File: src/rtl/adv_counter_if.sv
// Bundles the digit-counter control inputs and the count/limit/pulse outputs
// so the counter core and its driver share one port list.
interface adv_counter_if #(
  parameter int DIGITS = 3
);
  logic [DIGITS-1:0]   step;
  logic                down;
  logic                carry_en;
  logic                limit_en;
  logic                limit_capture;
  logic                clear;
  logic [4*DIGITS-1:0] cnt_out;
  logic [4*DIGITS-1:0] limit_out;
  logic                overflow;
  logic                underflow;

  modport master (
    output step, down, carry_en, limit_en, limit_capture, clear,
    input  cnt_out, limit_out, overflow, underflow
  );

  modport slave (
    input  step, down, carry_en, limit_en, limit_capture, clear,
    output cnt_out, limit_out, overflow, underflow
  );
endinterface

File: src/rtl/adv_counter_core.sv
// Multi-digit counter of arbitrary radix. One held button owns the counter
// at a time, steps it once on press and then auto-repeats. Carries and
// borrows ripple upward within the cycle. A captured per-digit ceiling can
// replace RADIX-1 as the wrap point.
module adv_counter_core #(
  parameter int DIGITS       = 3,
  parameter int RADIX        = 10,
  parameter int REPEAT_DELAY = 16380,
  parameter int REPEAT_RATE  = 4096
) (
  input logic         clk,
  input logic         rst_n,
  adv_counter_if.slave bus
);

  localparam int TMAX = (REPEAT_DELAY > REPEAT_RATE) ? REPEAT_DELAY : REPEAT_RATE;
  localparam int TW   = $clog2(TMAX + 1);
  localparam int IW   = (DIGITS > 1) ? $clog2(DIGITS) : 1;
  localparam logic [3:0] TOP = 4'(RADIX - 1);

  typedef enum logic {S_IDLE, S_HOLD} state_t;

  state_t                 state_q, state_d;
  logic [DIGITS-1:0]      step_q, press;
  logic                   press_any, hold_bit, repeat_hit, ev;
  logic [IW-1:0]          press_idx, act_q, ev_idx;
  logic [TW-1:0]          timer_q;
  logic                   rep_q;
  logic [DIGITS-1:0][3:0] cnt_q, cnt_d, lim_q;
  logic                   ovf_q, unf_q, ovf_d, unf_d;
  logic                   carry, hit;
  logic [3:0]             ceil_v;

  assign bus.cnt_out   = cnt_q;
  assign bus.limit_out = lim_q;
  assign bus.overflow  = ovf_q;
  assign bus.underflow = unf_q;

  assign hold_bit   = bus.step[act_q];
  assign repeat_hit = rep_q ? (timer_q == TW'(REPEAT_RATE))
                            : (timer_q == TW'(REPEAT_DELAY));

  // New-press detection; the descending scan leaves the lowest index winning.
  always_comb begin
    // NOTE: every comb output gets a default first so no path infers a latch.
    press     = bus.step & ~step_q;
    press_any = 1'b0;
    press_idx = '0;
    for (int j = DIGITS - 1; j >= 0; j--) begin
      if (press[j]) begin
        press_any = 1'b1;
        press_idx = IW'(j);
      end
    end
  end

  // Hold FSM state register.
  always_ff @(posedge clk) begin
    // NOTE: sequential state uses non-blocking assignments so every register
    // samples pre-edge values regardless of block ordering.
    if (!rst_n) state_q <= S_IDLE;
    else        state_q <= state_d;
  end

  // Hold FSM next state: clear freezes the hold state.
  always_comb begin
    state_d = state_q;
    if (!bus.clear) begin
      case (state_q)
        S_IDLE: if (press_any) state_d = S_HOLD;
        S_HOLD: if (!hold_bit) state_d = S_IDLE;
        default: state_d = S_IDLE;
      endcase
    end
  end

  // Hold FSM output: step event on a fresh press or a repeat timer hit.
  always_comb begin
    ev     = 1'b0;
    ev_idx = act_q;
    if (!bus.clear) begin
      case (state_q)
        S_IDLE: if (press_any) begin
          ev     = 1'b1;
          ev_idx = press_idx;
        end
        S_HOLD: ev = hold_bit & repeat_hit;
        default: ev = 1'b0;
      endcase
    end
  end

  // Active digit, repeat timer and first-repeat/steady-rate phase.
  always_ff @(posedge clk) begin
    if (!rst_n) begin
      act_q   <= '0;
      timer_q <= '0;
      rep_q   <= 1'b0;
    end else if (bus.clear) begin
      timer_q <= '0;
    end else if (state_q == S_IDLE) begin
      if (press_any) begin
        act_q   <= press_idx;
        timer_q <= TW'(1);
        rep_q   <= 1'b0;
      end
    end else if (!hold_bit) begin
      timer_q <= '0;
    end else if (repeat_hit) begin
      timer_q <= TW'(1);
      rep_q   <= 1'b1;
    end else begin
      timer_q <= timer_q + 1'b1;
    end
  end

  // Digit stepping with combinational ripple carry/borrow from the event digit up.
  always_comb begin
    cnt_d  = cnt_q;
    carry  = 1'b0;
    hit    = 1'b0;
    ceil_v = TOP;
    for (int j = 0; j < DIGITS; j++) begin
      ceil_v = bus.limit_en ? lim_q[j] : TOP;
      hit    = (ev && (ev_idx == IW'(j))) || carry;
      carry  = 1'b0;
      if (hit) begin
        if (!bus.down) begin
          if (cnt_q[j] >= ceil_v) begin
            cnt_d[j] = 4'd0;
            carry    = bus.carry_en;
          end else begin
            cnt_d[j] = cnt_q[j] + 4'd1;
          end
        end else begin
          if (cnt_q[j] == 4'd0) begin
            cnt_d[j] = ceil_v;
            carry    = bus.carry_en;
          end else if (cnt_q[j] > ceil_v) begin
            cnt_d[j] = ceil_v;
          end else begin
            cnt_d[j] = cnt_q[j] - 4'd1;
          end
        end
      end
    end
    ovf_d = carry & ~bus.down;
    unf_d = carry & bus.down;
  end

  // Count, limit and pulse registers; capture always takes the pre-update count.
  always_ff @(posedge clk) begin
    if (!rst_n) begin
      step_q <= '0;
      cnt_q  <= '0;
      // NOTE: the limit bank is a handful of flops, so it is reset directly
      // to the full-range ceiling rather than left undefined like a RAM.
      lim_q  <= {DIGITS{TOP}};
      ovf_q  <= 1'b0;
      unf_q  <= 1'b0;
    end else begin
      step_q <= bus.step;
      if (bus.clear) begin
        cnt_q <= '0;
        ovf_q <= 1'b0;
        unf_q <= 1'b0;
      end else begin
        cnt_q <= cnt_d;
        ovf_q <= ovf_d;
        unf_q <= unf_d;
      end
      if (bus.limit_capture) lim_q <= cnt_q;
    end
  end

endmodule

File: src/flat_wrapper.sv
// flat-port wrapper written by rule: the top's interface ports become plain ports
module adv_counter_core_flat 
#(
  parameter int DIGITS       = 3,
  parameter int RADIX        = 10,
  parameter int REPEAT_DELAY = 16380,
  parameter int REPEAT_RATE  = 4096
)
  (clk, rst_n, bus_step, bus_down, bus_carry_en, bus_limit_en, bus_limit_capture, bus_clear, bus_cnt_out, bus_limit_out, bus_overflow, bus_underflow);
  adv_counter_if #(.DIGITS(DIGITS)) bus_i ();
  input logic clk;
  input logic rst_n;
  input wire logic [$bits(bus_i.step)-1:0] bus_step;
  input wire logic [$bits(bus_i.down)-1:0] bus_down;
  input wire logic [$bits(bus_i.carry_en)-1:0] bus_carry_en;
  input wire logic [$bits(bus_i.limit_en)-1:0] bus_limit_en;
  input wire logic [$bits(bus_i.limit_capture)-1:0] bus_limit_capture;
  input wire logic [$bits(bus_i.clear)-1:0] bus_clear;
  output wire logic [$bits(bus_i.cnt_out)-1:0] bus_cnt_out;
  output wire logic [$bits(bus_i.limit_out)-1:0] bus_limit_out;
  output wire logic [$bits(bus_i.overflow)-1:0] bus_overflow;
  output wire logic [$bits(bus_i.underflow)-1:0] bus_underflow;
  assign bus_i.step = bus_step;
  assign bus_i.down = bus_down;
  assign bus_i.carry_en = bus_carry_en;
  assign bus_i.limit_en = bus_limit_en;
  assign bus_i.limit_capture = bus_limit_capture;
  assign bus_i.clear = bus_clear;
  assign bus_cnt_out = bus_i.cnt_out;
  assign bus_limit_out = bus_i.limit_out;
  assign bus_overflow = bus_i.overflow;
  assign bus_underflow = bus_i.underflow;
  adv_counter_core #(.DIGITS(DIGITS), .RADIX(RADIX), .REPEAT_DELAY(REPEAT_DELAY), .REPEAT_RATE(REPEAT_RATE)) u_core (.clk(clk), .rst_n(rst_n), .bus(bus_i));
endmodule
File: config.mk
export PLATFORM = sky130hd
export DESIGN_NAME = adv_counter_core_flat
export DESIGN_NICKNAME = d
export VERILOG_FILES = /design/src/rtl/adv_counter_if.sv /design/src/rtl/adv_counter_core.sv /design/src/flat_wrapper.sv
export SDC_FILE = /design/constraint.sdc
export NUM_CORES = 1
export LEC_CHECK = 0
export ABC_AREA = 1
export BUFFER_PORTS_ARGS = -buffer_cell sky130_fd_sc_hd__buf_4
export CAP_MARGIN = 20
export CORE_UTILIZATION = 35
export CTS_CLUSTER_SIZE = 25
export DETAILED_ROUTE_END_ITERATION = 12
export PLACE_DENSITY = 0.61
export SKIP_CTS_REPAIR_TIMING = 1
export SLEW_MARGIN = 20
export SYNTH_ARGS = -nofsm -noshare
export SYNTH_HDL_FRONTEND = slang
export SYNTH_SLANG_ARGS = --single-unit
File: constraint.sdc
create_clock -name clk -period 2.1 [get_ports clk]
set_clock_uncertainty 0.15 [all_clocks]
set_input_delay 0.21 -clock clk [delete_from_list [all_inputs] [get_ports clk]]
set_output_delay 0.21 -clock clk [all_outputs]
set_load 0.02 [all_outputs]
# Yosys cells after proc, flatten, opt, wreduce, memory -nomap -nowiden
# Index checks and enable logic that the tools add are counted.
[word_totals]
register_bits = 47
in_bits = 10
out_inout_bits = 26
word_cells = 106
[classes]
add_sub_neg = 7
magnitude_cmp = 7
n_eq_ne = 6
mux = 52
bitwise = 9
reduce_logical = 12
[op_table]
columns = ["operator", "n"]
rows = [
  ["4-bit 2-to-1 mux", 15],
  ["14-bit 2-to-1 mux", 4],
  ["1-bit 2-to-1 mux", 24],
  ["14-bit by 1-bit adder with 14-bit output (second input constant)", 1],
  ["14-bit by 13-bit == test with 1-bit output (second input constant)", 1],
  ["14-bit == test (second input constant)", 1],
  ["4-bit by 1-bit adder with 4-bit output (second input constant)", 3],
  ["4-bit >= comparator", 3],
  ["4-bit > comparator", 3],
  ["4-bit zero test", 3],
  ["2-bit 2-to-1 mux", 6],
  ["4-bit by 1-bit subtractor with 4-bit output (second input constant)", 3],
  ["2-bit inequality test (second input constant)", 2],
  ["1-bit NOT", 4],
  ["1-bit one-hot mux with 2 select lines", 2],
  ["4-bit AND reduction", 1],
  ["1-bit bitwise AND", 3],
  ["3-bit bitwise AND", 1],
  ["1-bit logical AND", 3],
  ["2-bit by 3-bit less-than comparator with 1-bit output (second input constant)", 1],
  ["3-bit NOT", 1],
  ["1-bit binary-select mux with 2-bit select", 1],
  ["2-bit by 1-bit == test with 1-bit output (second input constant)", 1],
  ["2-bit == test (second input constant)", 1],
  ["other kinds (4)", 5],
]

# Logic depth before layout (Yosys ltp)
[depth]
ltp_word = 16
depth_mapped = 16
ltp_nobuf = 16

# Worst setup path before layout
# Ideal clock, no wire load.
[synth_path]
kind = "register -> register"
start = "register u_core.cnt_q (netlist bit u_core.bus.cnt_out[0])"
end = "register u_core.cnt_q (netlist bit u_core.bus.cnt_out[8])"
arrival_time_ps = 1834
required_time_ps = 1837
setup_slack_ps = 3
stages_incl_launch_ff = 14
n_path_buf = 0
period_less_slack_ps = 2097
cell_sequence = "dfxtp_1 -> inv_1 -> ha_1 -> nand2_1 -> nor2_1 -> nor2_1 -> nand3_1 -> nand2_1 -> a21oi_4 -> nand3_2 -> nand2_2 -> nand2_1 -> nand2_1 -> nor2_1"
[synth_between]
elab_chain_cells = 7
[synth_lines]
columns = ["item", "line", "text"]
rows = [
  ["from (decl)", "adv_counter_core.sv:29", "logic [DIGITS-1:0][3:0] cnt_q, cnt_d, lim_q;"],
  ["from (signal assigned)", "adv_counter_core.sv:168", "cnt_q <= cnt_d;"],
  ["4-bit >= comparator / 4-bit zero test (equally long branches)", "adv_counter_core.sv:129, adv_counter_core.sv:136", ""],
  ["1-bit 2-to-1 mux, on equally long branches", "adv_counter_core.sv:129, adv_counter_core.sv:136", ""],
  ["1-bit 2-to-1 mux (*)", "adv_counter_core.sv:128", "if (!bus.down) begin"],
  ["1-bit 2-to-1 mux (*)", "adv_counter_core.sv:127", "if (hit) begin"],
  ["1-bit logical OR (*)", "adv_counter_core.sv:125", "hit = (ev && (ev_idx == IW'(j))) || carry;"],
  ["1-bit 2-to-1 mux (*)", "adv_counter_core.sv:127", ""],
  ["1-bit logical OR (*)", "adv_counter_core.sv:125", ""],
]
# Every way passes the cells marked *; elsewhere a longest branch is shown, timed or not.
# A chain may end at the register's enable or synchronous reset.

# Worst setup path after layout
[layout_path]
start = "register u_core.lim_q (netlist bit u_core.bus.limit_out[3])"
end = "register u_core.cnt_q (netlist bit u_core.bus.cnt_out[8])"
[layout_between]
elab_chain_cells = 8
[layout_lines]
columns = ["item", "line", "text"]
rows = [
  ["from (decl)", "adv_counter_core.sv:29", ""],
  ["from (signal assigned)", "adv_counter_core.sv:158", "lim_q <= {DIGITS{TOP}};"],
  ["from (signal assigned)", "adv_counter_core.sv:172", "if (bus.limit_capture) lim_q <= cnt_q;"],
  ["4-bit 2-to-1 mux", "adv_counter_core.sv:124", "ceil_v = bus.limit_en ? lim_q[j] : TOP;"],
  ["4-bit >= comparator", "adv_counter_core.sv:129", "if (cnt_q[j] >= ceil_v) begin"],
  ["1-bit 2-to-1 mux", "adv_counter_core.sv:129", ""],
  ["1-bit 2-to-1 mux", "adv_counter_core.sv:128", ""],
  ["1-bit 2-to-1 mux", "adv_counter_core.sv:127", ""],
  ["1-bit logical OR", "adv_counter_core.sv:125", ""],
  ["1-bit 2-to-1 mux", "adv_counter_core.sv:127", ""],
  ["1-bit logical OR", "adv_counter_core.sv:125", ""],
]
# Every way passes these cells.

==> results list <==
* Status: complete, no violations
- Net Count, Synth: 501
* Synthesis-stage register bit count: 47
- After routing the design area is 3794 um^2.
- Switching Fraction: 33.54%
* Wirelength per Cell: 12.74 um
- The worst setup path is captured at a flop.
- Critical path data arrival time: 2.08 ns
- Total number of vias: 3127
- Dominant cell type by count on the critical path: nor2_1
- The number of antenna violations at the first check in global routing was 0.
- Crit-path cells: nor2_1 > ha_1 > nand2_1 > nor2_2 > nor2_1 > nand3_1 > nand2_2 > a21oi_4 > nand3_4 > nand2_4 > nand2_2 > nand2_1 > nor2_1
- Via-per-instance ratio: 4.932
- Total global routing track utilization: 18.80%
* Hold WC Path Type: in2reg
- TritonCTS created 5 clock buffers.
- MaxCap Viol Count: 0
* Peak supply drop: 293.7 uV
- At the end of routability-driven placement, the weighted congestion stood at 0.9226.
* Power density normalized to cell area: 533.4 nW/um^2
* Iteration-0 DRC count of the detailed router: 157
- For this run, the leading register cell type out of synthesis is dfxtp_1.
- Of all nets on the critical path, the largest fanout is 7.
- GR Overflow Total: 0
- Based on the critical path, the design can be clocked at up to 496.8 MHz.
- During I/O placement, the number of pins put on the boundary was 36.
- The initial utilization of the core area, before any placement, comes to 35.89%.
- Yosys mapped a number of flops with a built-in enable equal to 0.
- Average instance area after synthesis: 6.612 um^2
- After the flow finishes, the layout carries non-filler instances totaling 634.
* Gate power share: 24.1%
- Portion of total power attributed to the clock network: 28.5%
- The total count of hold-check failures in the final report came to 0.
- Transition at the pin with the smallest max-transition slack: 0.5320 ns
* Fraction of synthesized cell area taken by the top area cell type: 30.21%
- Worst slack at placement: -0.05140 ns
- Pins Over Slew Limit: 0
- Master of the slowest instance on the critical path: dfxtp_1
- Vertical die dimension: 96.33 um
- For this run, design rule violations remaining after detail routing come to 0.
- Summed over all nets, the half-perimeter wirelength after detailed placement is 6174 um.
* Number of cells in the design after placement: 623
- The routed design has 8074 um of wire.
* Floorplan die area: 9279 um^2
- Num rows: 34
* Internal: 1345 uW
* Asr flop ratio synth: 0%
- Buffers placed on the I/O ports in this run total 35.
- The Yosys step of the flow raised 0 warnings.
- Sequential-to-total area share from yosys stat: 30.21%
* Global-route wire length before repair: 13610 um
* Worst relative slew slack: 64.49%
* Number of detailed-route iterations in the first pass: 5
- Share of the clock period used by the worst path after layout: 95.85%
- Post-DP Area: 3602 um^2
* Dominant cells by area after synthesis: dfxtp_1, nand2_1, ha_1, a21oi_1, inv_1
* Post-route total power: 2024 uW
* Layout net count: 555
- Number of instances in the synthesized netlist: 471
* Worst setup SP type: flop
- Compared with the post-synthesis result, the final layout area differs by 21.82%.
* CTS max path bufs: 2
* Class of the most critical setup path: reg2reg
- At the worst endpoint, the required time is 2.17 ns.
- The share of total power dissipated in sequential elements is 47.4%.
* Leading cell types by count after synthesis: nand2_1, inv_1, nor2_1, dfxtp_1, a21oi_1
- Synth Cell Area: 3114 um^2
* Clock tree from TritonCTS: yes
- Dominant cell type by area after synthesis: dfxtp_1
- Number of global-route vias before repair: 2935
* Pin count of the biggest net entering global routing: 18
- Area of the core: 8678 um^2
* Antenna Cells: 0
- Yosys mapped the design onto 33 distinct sky130hd cell types.
- Minimum clock period: 2.013 ns
- Share of layout cells above drive strength 1: 19.58%
- Unrepaired setup endpoints after global routing: yes
* Post-route setup slack: 0.08711 ns
* Peak per-stage delay on the critical path: 0.37 ns
* Static Leakage: 0.001735 uW
* CTS root buffer: clkbuf_8
- Chip Width: 96.33 um
- Cell with the most instances after synthesis: nand2_1
- After clock tree synthesis, the clock-pin slew on the worst setup and hold paths is 0.10 ns.
* Later-pin clock latency in the skew report: 0.31 ns
- The H-tree generated during clock tree synthesis spans 2 levels.
- Setup violators final: 0
- Summed over all failing endpoints, the final setup total negative slack is 0 ns.
* Number of sinks handled by clock tree synthesis: 47
* Net load switching power: 678.7 uW
* Detail Route Antenna Nets: 0
routing by layer:
layer | part of all wire (%) | track usage [%]
met1 | 48 | 23.92
met2 | 47 | 32.21
met3 | 4.0 | 3.318
met4 | 0.99 | 5.637
met5 | 0 | 0
final cells by class:
class	instances	area, um^2
fill	951	4885
timing repair buffer	56	427.9
sequential	47	945.9
multi-input combinational	351	1957
tap	108	135.1
clock buffer	5	68.82
inverter	64	240.2
clock inverter	3	18.77
sequential cells by signal (all words and copies together), names as in the netlist:
| name | cells |
|---|---|
| u_core.state_q | 1 |
| u_core.bus.underflow | 1 |
| u_core.bus.cnt_out | 12 |
| u_core.timer_q | 14 |
| u_core.rep_q | 1 |
| u_core.bus.overflow | 1 |
| u_core.bus.limit_out | 12 |
| u_core.step_q | 3 |
| u_core.act_q | 2 |
power groups by stage:
stage          clock, uW  sequential, uW  combinational [uW]
3_5_place_dp           0             978                 462
4_1_cts              596             958                 464
5_1_grt              640             964                 548
6_report             577             959                 488
3_3_place_gp           0             978                 453
2_1_floorplan          0            1000                 284
cells in the final DEF, fill, tap and decap left out, drive strengths merged, types with 4 or more instances in the layout:
cell type and n:
buf 53, a21oi 48, nand3 37, o21ai 22
inv 65, nor3 6, xnor2 4, nand2 124
dfxtp 47, xor2 8, o211ai 9, ha 20
clkbuf 5, nor2 56
stage by stage:
stage / util (%) / hold WS [ns]
global placement: 41.51 / 0.2587
CTS: 42.52 / -0.06041
floorplan: - / 0.1535
finish: 43.71 / 0.01256
global route: 43.71 / 0.003386
detailed placement: 41.51 / 0.2707
cell families (layout without fill, tap and decap cells):
family / after synthesis / after routing / synth area share (%)
AND/OR/NAND/NOR: 228 / 228 / 31.82
adder cells (fa/ha/maj): 20 / 20 / 8.035
XOR/XNOR: 12 / 12 / 3.375
buffers and inverters: 73 / 128 / 9.161
flip-flops: 47 / 47 / 30.21
AO/OA/AOI/OAI: 91 / 91 / 17.40
worst paths after layout:
check / startpoint / endpoint / slack (ns) / cells after the start
setup / recovery: u_core.bus.limit_out[3] / u_core.bus.cnt_out[8] / 0.09 / 13
hold / removal: bus_limit_capture / u_core.bus.limit_out[2] / 0.01 / 2
setup reg to reg: u_core.bus.limit_out[3] / u_core.bus.cnt_out[8] / 0.09 / 13
hold reg to reg: u_core.timer_q[3] / u_core.timer_q[3] / 0.34 / 2
worst max-delay path: cells and delay by family (launching register included):
family	cells	cell delay, ns
and+or+nand+nor	11	0.90
DFF	1	0.37
adders and majority gates	1	0.30
AOI/OAI and AO/OA	1	0.20
No activity file was read; power rests on OpenSTA's default activity.
